## src/rtl/chan_wr_ctl_pkg.sv

```systemverilog
// Shared command codes, FSM states and width helpers for the channel write controller.
package chan_wr_ctl_pkg;

  typedef enum logic [7:0] {
    CMD_CONF_WR  = 8'h2A,
    CMD_ADDR_WR  = 8'h2B,
    CMD_DATA_WR  = 8'h2C,
    CMD_CHAN_SEL = 8'h2D,
    CMD_BCAST_WR = 8'h2E
  } cmd_t;

  typedef enum logic [2:0] {
    ST_IDLE,
    ST_CONF,
    ST_CHSEL,
    ST_ADDR,
    ST_DATA,
    ST_BCAST,
    ST_DROP
  } state_t;

  // Counter width that never collapses to zero bits for degenerate sizes.
  function automatic int unsigned clog2_min1(input int unsigned n);
    return (n > 1) ? $clog2(n) : 1;
  endfunction

endpackage

```

## src/rtl/chan_addr_seq.sv

```systemverilog
// Lane/address/channel sequencer shared by the ADDR, DATA and BCAST write modes.
module chan_addr_seq
  import chan_wr_ctl_pkg::*;
#(
  parameter int unsigned CHAN_NUM   = 16,
  parameter int unsigned ADDR_WIDTH = 8,
  parameter int unsigned WORD_BYTES = 3,
  localparam int unsigned CW = clog2_min1(CHAN_NUM),
  localparam int unsigned BW = WORD_BYTES + 1
) (
  input  logic                  clk_i,
  input  logic                  rst_n_i,
  input  logic                  clr_i,
  input  logic                  load_i,
  input  logic                  step_i,
  input  logic                  addr_mode_i,
  input  logic                  bcast_i,
  input  logic [CW-1:0]         start_chan_i,
  input  logic [ADDR_WIDTH-1:0] len_i,
  input  logic [CW-1:0]         cnt_i,
  output logic [ADDR_WIDTH-1:0] addr_o,
  output logic [BW-1:0]         lane_en_o,
  output logic [CHAN_NUM-1:0]   chan_en_o,
  output logic                  last_o
);

  localparam int unsigned LW = clog2_min1(WORD_BYTES);

  logic [LW-1:0]         r_lane;
  logic [ADDR_WIDTH-1:0] r_addr;
  logic [ADDR_WIDTH-1:0] r_len;
  logic [CW-1:0]         r_chan;
  logic [CW-1:0]         r_cnt;

  logic w_word_end;
  logic w_addr_end;
  logic w_chan_end;

  // Address mode carries one byte per word; broadcast never leaves its channel set.
  assign w_word_end = addr_mode_i | (r_lane == LW'(WORD_BYTES - 1));
  assign w_addr_end = (r_addr == r_len);
  assign w_chan_end = bcast_i | (r_chan >= r_cnt);
  assign last_o     = w_word_end & w_addr_end & w_chan_end;
  assign addr_o     = r_addr;

  always_ff @(posedge clk_i) begin
    if (!rst_n_i) begin
      r_lane <= '0;
      r_addr <= '0;
      r_len  <= '0;
      r_chan <= '0;
      r_cnt  <= '0;
    end else if (clr_i) begin
      r_lane <= '0;
      r_addr <= '0;
      if (load_i) begin
        r_chan <= start_chan_i;
        r_len  <= len_i;
        r_cnt  <= cnt_i;
      end
    end else if (step_i) begin
      if (!w_word_end) begin
        r_lane <= r_lane + LW'(1);
      end else begin
        r_lane <= '0;
        if (!w_addr_end) begin
          r_addr <= r_addr + ADDR_WIDTH'(1);
        end else begin
          r_addr <= '0;
          if (!w_chan_end) r_chan <= r_chan + CW'(1);
        end
      end
    end
  end

  // Data lanes run from the top byte down to lane 0; the address lane sits above them.
  always_comb begin
    lane_en_o = '0;
    if (addr_mode_i) lane_en_o = BW'(1) << WORD_BYTES;
    else             lane_en_o = BW'(1) << (LW'(WORD_BYTES - 1) - r_lane);
  end

  always_comb begin
    chan_en_o = '0;
    for (int unsigned i = 0; i < CHAN_NUM; i++) begin
      if (bcast_i) chan_en_o[i] = (CW'(i) <= r_cnt);
      else         chan_en_o[i] = (CW'(i) == r_chan);
    end
  end

endmodule

```

## src/rtl/chan_wr_ctl.sv

```systemverilog
// Command/data router from the SPI byte receiver to the register file and channel RAMs.
// Define CHAN_WR_CTL_BCAST_EN to enable the 0x2E broadcast write command.
module chan_wr_ctl
  import chan_wr_ctl_pkg::*;
#(
  parameter int unsigned CHAN_NUM   = 16,
  parameter int unsigned ADDR_WIDTH = 8,
  parameter int unsigned WORD_BYTES = 3,
  parameter int unsigned REG_NUM    = 8,
  localparam int unsigned CW = clog2_min1(CHAN_NUM),
  localparam int unsigned RW = clog2_min1(REG_NUM)
) (
  input  logic                  clk_i,
  input  logic                  rst_n_i,
  input  logic                  dc_i,
  input  logic                  spi_byte_vld_i,
  input  logic [7:0]            spi_byte_data_i,
  input  logic [ADDR_WIDTH-1:0] reg_chan_len_i,
  input  logic [CW-1:0]         reg_chan_cnt_i,
  output logic                  reg_wr_en_o,
  output logic [RW-1:0]         reg_wr_addr_o,
  output logic [CHAN_NUM-1:0]   ram_wr_en_o,
  output logic                  ram_wr_done_o,
  output logic [ADDR_WIDTH-1:0] ram_wr_addr_o,
  output logic [WORD_BYTES:0]   ram_wr_byte_en_o,
  output logic                  ovf_o
);

  state_t              r_state;
  logic [RW-1:0]       r_reg_addr;
  logic [CW-1:0]       r_start;
  logic                r_ovf;

  cmd_t                  w_cmd;
  state_t                w_cmd_state;
  logic                  w_load;
  logic                  w_is_cmd;
  logic                  w_is_data;
  logic                  w_step;
  logic                  w_bcast;
  logic                  w_last;
  logic [ADDR_WIDTH-1:0] w_addr;
  logic [WORD_BYTES:0]   w_lane_en;
  logic [CHAN_NUM-1:0]   w_chan_en;

  assign w_cmd     = cmd_t'(spi_byte_data_i);
  assign w_is_cmd  = spi_byte_vld_i & ~dc_i;
  assign w_is_data = spi_byte_vld_i & dc_i;
  assign w_step    = w_is_data & ((r_state == ST_ADDR) | (r_state == ST_DATA) | (r_state == ST_BCAST));

`ifdef CHAN_WR_CTL_BCAST_EN
  assign w_bcast = (r_state == ST_BCAST);
`else
  assign w_bcast = 1'b0;
`endif

  // Command decode: target state and whether frame geometry is latched.
  always_comb begin
    w_cmd_state = ST_IDLE;
    w_load      = 1'b0;
    case (w_cmd)
      CMD_CONF_WR:  w_cmd_state = ST_CONF;
      CMD_CHAN_SEL: w_cmd_state = ST_CHSEL;
      CMD_ADDR_WR: begin
        w_cmd_state = ST_ADDR;
        w_load      = 1'b1;
      end
      CMD_DATA_WR: begin
        w_cmd_state = ST_DATA;
        w_load      = 1'b1;
      end
`ifdef CHAN_WR_CTL_BCAST_EN
      CMD_BCAST_WR: begin
        w_cmd_state = ST_BCAST;
        w_load      = 1'b1;
      end
`endif
      default: ;
    endcase
  end

  always_ff @(posedge clk_i) begin
    if (!rst_n_i) begin
      r_state    <= ST_IDLE;
      r_reg_addr <= '0;
      r_start    <= '0;
      r_ovf      <= 1'b0;
    end else if (w_is_cmd) begin
      r_state    <= w_cmd_state;
      r_reg_addr <= '0;
      r_ovf      <= 1'b0;
    end else if (w_is_data) begin
      case (r_state)
        ST_CONF: begin
          if (r_reg_addr == RW'(REG_NUM - 1)) r_state <= ST_DROP;
          else                                r_reg_addr <= r_reg_addr + RW'(1);
        end
        // Start channel is checked against the count live at this byte, not a latched copy.
        ST_CHSEL: begin
          if (spi_byte_data_i[CW-1:0] <= reg_chan_cnt_i) r_start <= spi_byte_data_i[CW-1:0];
          else                                           r_ovf   <= 1'b1;
          r_state <= ST_DROP;
        end
        ST_ADDR, ST_DATA, ST_BCAST: begin
          if (w_last) r_state <= ST_DROP;
        end
        ST_DROP: r_ovf <= 1'b1;
        default: ;
      endcase
    end
  end

  chan_addr_seq #(
    .CHAN_NUM   (CHAN_NUM),
    .ADDR_WIDTH (ADDR_WIDTH),
    .WORD_BYTES (WORD_BYTES)
  ) u_seq (
    .clk_i        (clk_i),
    .rst_n_i      (rst_n_i),
    .clr_i        (w_is_cmd),
    .load_i       (w_load),
    .step_i       (w_step),
    .addr_mode_i  (r_state == ST_ADDR),
    .bcast_i      (w_bcast),
    .start_chan_i (r_start),
    .len_i        (reg_chan_len_i),
    .cnt_i        (reg_chan_cnt_i),
    .addr_o       (w_addr),
    .lane_en_o    (w_lane_en),
    .chan_en_o    (w_chan_en),
    .last_o       (w_last)
  );

  // Strobes are combinational with the byte valid; addresses come straight from counters.
  assign reg_wr_en_o      = w_is_data & (r_state == ST_CONF);
  assign reg_wr_addr_o    = r_reg_addr;
  assign ram_wr_en_o      = w_step ? w_chan_en : '0;
  assign ram_wr_done_o    = w_step & w_last;
  assign ram_wr_addr_o    = w_addr;
  assign ram_wr_byte_en_o = w_step ? w_lane_en : '0;
  assign ovf_o            = r_ovf;

endmodule

```

## config.mk

```make
export PLATFORM = sky130hd
export DESIGN_NAME = chan_wr_ctl
export DESIGN_NICKNAME = d
export VERILOG_FILES = /design/src/rtl/chan_wr_ctl_pkg.sv /design/src/rtl/chan_addr_seq.sv /design/src/rtl/chan_wr_ctl.sv
export SDC_FILE = /design/constraint.sdc
export NUM_CORES = 1
export LEC_CHECK = 0
export CAP_MARGIN = 10
export CORE_ASPECT_RATIO = 0.7
export CORE_MARGIN = 2
export CORE_UTILIZATION = 54
export DETAILED_ROUTE_END_ITERATION = 8
export PLACE_DENSITY = 0.89
export SLEW_MARGIN = 10
export SYNTH_ARGS = -nofsm -noshare
export SYNTH_HDL_FRONTEND = slang
export SYNTH_SLANG_ARGS = --single-unit
export TNS_END_PERCENT = 10
```

## constraint.sdc

```tcl
create_clock -name clk_i -period 4.5 [get_ports clk_i]
set_clock_uncertainty 0.05 [all_clocks]
set_input_delay 0.9 -clock clk_i [delete_from_list [all_inputs] [get_ports clk_i]]
set_output_delay 0.9 -clock clk_i [all_outputs]
set_load 0.05 [all_outputs]
```

; ---- After elaboration in Yosys (flattened, before gate mapping)
; Cells that the tools add are included.
; Widths: inputs -> output; s select.
[word_totals]
ff_bits = 37
output_inout_bits = 34
in_bits = 24
wordCells = 101
[op_classes]
n_bitwise = 14
n_reduce_logical = 17
n_addsub = 5
n_mux = 20
n_shift = 1
eq_ne = 33
order_cmp = 2
[op_table]
columns = operator, n
row1 = $eq 4x4->1 const A, 8
row2 = $eq 8x6->1 const B, 4
row3 = $mux 4, 8
row4 = $eq 3x4->1 const A, 4
row5 = $mux 16, 1
row6 = $eq 3x3->1 const B, 4
row7 = $mux 3, 4
row8 = $pmux 3 s4, 1
row9 = $reduce_bool 2->1, 5
row10 = $pmux 3 s3, 1
row11 = $add 8x1->8 const B, 1
row12 = $eq 2x4->1 const A, 2
row13 = $eq 8x8->1, 1
row14 = $mux 8, 1
row15 = $reduce_and 4->1, 2
row16 = $and 1x1->1, 7
row17 = $eq 3x2->1 const B, 2
row18 = $ne 3x2->1 const B, 2
row19 = $reduce_and 3->1, 2
row20 = $reduce_and 5->1, 1
row21 = $add 4x1->4 const B, 1
row22 = $eq 1x4->1 const A, 1
row23 = $ge 4x4->1, 1
row24 = $le 4x4->1, 1
row25 = 18 further kinds, 27

; ---- Longest topological paths before layout
[depth]
word_depth = 8
mapped_depth = 8
mapped_depth_nobuf = 7

; ---- Cells and area by module
; From an unflattened synthesis, not the netlist that was laid out.
[unflattened]
hier_cells = 323
hier_area_um2 = 2645.0
[by_module_without_submodules]
columns = module, instances, area_each_um2, seq_area_each_um2, cells_each
row1 = chan_addr_seq, 1, 1750.4, 520.5, 215
row2 = chan_wr_ctl, 1, 894.6, 220.2, 108

; ---- Worst setup path before layout
; OpenSTA, ideal clock, no wires.
[synth_path]
path_type = in2out
from = in spi_byte_vld_i
to = out ram_wr_done_o
t_required_ns = 3.550
cell_stages = 4
path_buffers = 1
arrival_ns = 2.468
setup_slack_ns = 1.082
path_cell_list = buf_2 nand2_1 a21o_1 nor3_1
[synth_between]
elab_chain_cells = 3
[synth_lines]
columns = item, line_no
row1 = "start, declared", chan_wr_ctl.sv:16  ; input logic spi_byte_vld_i,
row2 = $and 1x1->1, chan_wr_ctl.sv:48  ; assign w_is_data = spi_byte_vld_i & dc_i;
row3 = $and 1x1->1, chan_wr_ctl.sv:49  ; assign w_step = w_is_data & ((r_state == ST_ADDR) | (r_state == ST_DATA) | (r_state == ST_BCAST));
row4 = $and 1x1->1, chan_wr_ctl.sv:138  ; assign ram_wr_done_o = w_step & w_last;
row5 = "end, declared", chan_wr_ctl.sv:23  ; output logic ram_wr_done_o,
; No other way between the ends.

; ---- Worst setup path in the final report
[layout_path]
from = in spi_byte_vld_i
to = out ram_wr_en_o[1]
[layout_between]
elab_chain_cells = 3
[layout_lines]
columns = item, line_no
row1 = $and 1x1->1, chan_wr_ctl.sv:48
row2 = $and 1x1->1, chan_wr_ctl.sv:49
row3 = $mux 16, chan_wr_ctl.sv:137  ; assign ram_wr_en_o = w_step ? w_chan_en : '0;
row4 = "end, declared", chan_wr_ctl.sv:22  ; output logic [CHAN_NUM-1:0] ram_wr_en_o,
; No other way between the ends.

==> metrics.cfg <==
[clock_network]
ctsResizeCount = 0
htreeDepth = 2
cts_buffers = 5
root_buffer = clkbuf_8
cts_tree = built
ctsHoldBuffers = 0
cts_buffer_depth = 2
cts_setup_buffers = 0
clkTransAtPathRegs_ns = 0.07
clkSinkCount = 37
clock_latency_ns = 0.29

[critical_path]
critical_path_required_ns = 3.55
critPathArrivalTime_ns = 3.12
crit_type = in -> out
worst_setup_path_end_kind = output pin
crit_path_start_kind = input port
cp_max_fo = 9

[die]
die_area_mm2 = 0.00500
std_cell_rows = 20
die_h_um = 59.8
die_w_um = 83.7
core-area_mm2 = 0.00430
ioPinCount = 58
start_util_pct = 55.8

[cells_and_area]
num_antenna_cells = 0
area_growth_pct = 29.4
postLayoutCellArea_mm2 = 0.00310
drive_gt1_share_pct = 10.7
nets = 370

[yosys]
synth.distinct_cells = 54
syn-num-nets = 313
synth_top_area_share_pct = 30.9
synthTopCellsByArea = dfxtp_1, ha_1, mux2i_1
synthCells = 269
synth_top_area_cell = dfxtp_1
synth_edf_count = 0
synth_area_mm2 = 0.00240
synthFlopType = dfxtp_1
synth-seq-area-share_pct = 30.9
async_flop_share_pct = 0
ys_ff_latch = 37
yosys_warnings = 0
syn_area_per_cell_um2 = 8.92

[min_path]
min_path_type = reg -> reg

[timing]
fmax_mhz = 246
worst_pin_slew_ns = 0.570
hold_viol = 0
final-setup-viol-count = 0
rsz0062_at_grt = no
finalSetupTns_ns = 0
relSlewSlack_pct = 61.0
slew_violations = 0
post-route-min-period_ns = 4.07
fin_crit_sh_pct = 90.5

[detailed_routing]
drc = 0
first_pass_iters = 4
ant_nets = 0
avgViaCountPerCell = 5.52
wl_per_cell_um = 14.5
wl_mm = 5.54
first_iter_violations = 100
vias = 2110

[outcome]
outcome = finished, final reports clean

[placement]
dpl_cell_area_mm2 = 0.00302
port_buffers = 57
dp_hpwl_mm = 4.32
place_congestion = 0.792

[power]
peakVddDrop_v = 0.000141
leakagePower_nw = 1.23
power_density_mw_per_mm2 = 203

[global_routing]
grt_max_degree = 32
antenna_found_initial = 0
grt_pass1_vias = 1964
gr-total-overflow = 0
grt_pass1_wl_mm = 9.27
grt.total_usage_pct = 23.2

[job]
maxCapViolCount = 0

## through the flow
step	std cells	util, %	worst slack [ns]	hold WS, ns	power, mW
floorplan	269	-	1.08	0.384	0.376
global placement	374	70.1	0.607	0.396	0.407
detailed placement	374	70.1	0.470	0.411	0.409
CTS	382	72.1	0.466	0.422	0.635
global route	382	72.1	0.249	0.433	0.660
finish	382	72.1	0.427	0.420	0.629
## worst max-delay path, stage by stage
cell	delay [ns]
clkdlybuf4s50_1	0.60
nand2_1	0.26
a21oi_1	0.54
nor3b_1	0.42
and2_1	0.24
buf_12	0.15
## cells by family after synthesis
logic type / count (synthesis) / synth area share [%]
AOI/OAI and AO/OA: 43 / 14.3
xor gates and xnor gates: 18 / 6.57
adders and majority gates: 20 / 10.4
buffers and inverters: 21 / 3.81
DFF: 37 / 30.9
muxes: 17 / 7.14
and+or+nand+nor: 113 / 26.9
## final cells by class
class / instances / area (um^2)
Inverter: 12 / 45.0
Timing Repair Buffer: 59 / 596
Sequential cell: 37 / 741
Fill cell: 343 / 1200
Multi-Input combinational cell: 211 / 1570
Tap cell: 55 / 68.8
Clock buffer: 5 / 68.8
Clock inverter: 3 / 17.5
## cell usage after synthesis, types with 6 or more instances
cell / n
dfxtp_1: 37
nand2_1: 24
and2_1: 21
ha_1: 20
mux2i_1: 16
nor2_1: 15
xor2_1: 13
inv_1: 12
nor2b_1: 12
a21oi_1: 6
clkbuf_1: 6
nand3b_1: 6
## layout by cell type (no fill, tap or decap), types with 2 or more instances in the layout
cell type	instances
and3_1	5
mux2i_1	16
clkbuf_8	5
buf_4	14
xor2_1	13
o311a_1	2
nor2_1	15
nand4_1	3
o21ai_1	4
dfxtp_1	37
and2_1	21
nor4_1	2
o2111ai_1	2
nor3_1	5
nand3_1	5
xnor2_1	5
a21oi_1	6
or4_1	2
nor2b_1	12
ha_1	20
nand2b_1	4
or3_1	2
clkdlybuf4s50_1	41
a21o_1	2
clkinv_2	2
nand3b_1	6
buf_12	4
a211oi_1	2
o21ai_0	3
inv_1	12
nand2_1	24
a31oi_1	3
o211ai_1	2
o21a_1	4
## flip-flops by register name, indices dropped and copies added (netlist names)
signal,flops
u_seq.r_chan,4
r_state,3
r_start,4
reg_wr_addr_o,3
u_seq.r_cnt,4
u_seq.addr_o,8
u_seq.r_len,8
ovf_o,1
u_seq.r_lane,2
## worst paths after layout
path                                      start         endpoint  slack [ns]  cells past startpoint
worst max-delay path             spi_byte_vld_i   ram_wr_en_o[1]        0.43                      6
worst min-delay path                 r_start[3]       r_start[3]        0.42                      2
worst max register to register  u_seq.r_chan[0]  u_seq.r_chan[3]        2.04                      7
worst min register to register       r_start[3]       r_start[3]        0.42                      2
## power by group
part | internal (mW) | switching, mW | leakage, nW
Clock | 0.107 | 0.120 | 0.0439
Combinational | 0.0363 | 0.0323 | 0.888
Sequential | 0.329 | 0.00440 | 0.298
Total | 0.472 | 0.157 | 1.23
## per-layer routing
layer / part of all wire, % / up-vias / wire length [um] / global-route usage [%]
met5: 0 / - / 0 / 0
met4: 0.52 / 0 / 29 / 4.61
met3: 5.2 / 3 / 290 / 5.66
met2: 45 / 59 / 2510 / 38.9
met1: 49 / 994 / 2710 / 31.1
li1: - / 1054 / - / -
Note: power is estimated with default switching activity, not from simulation.
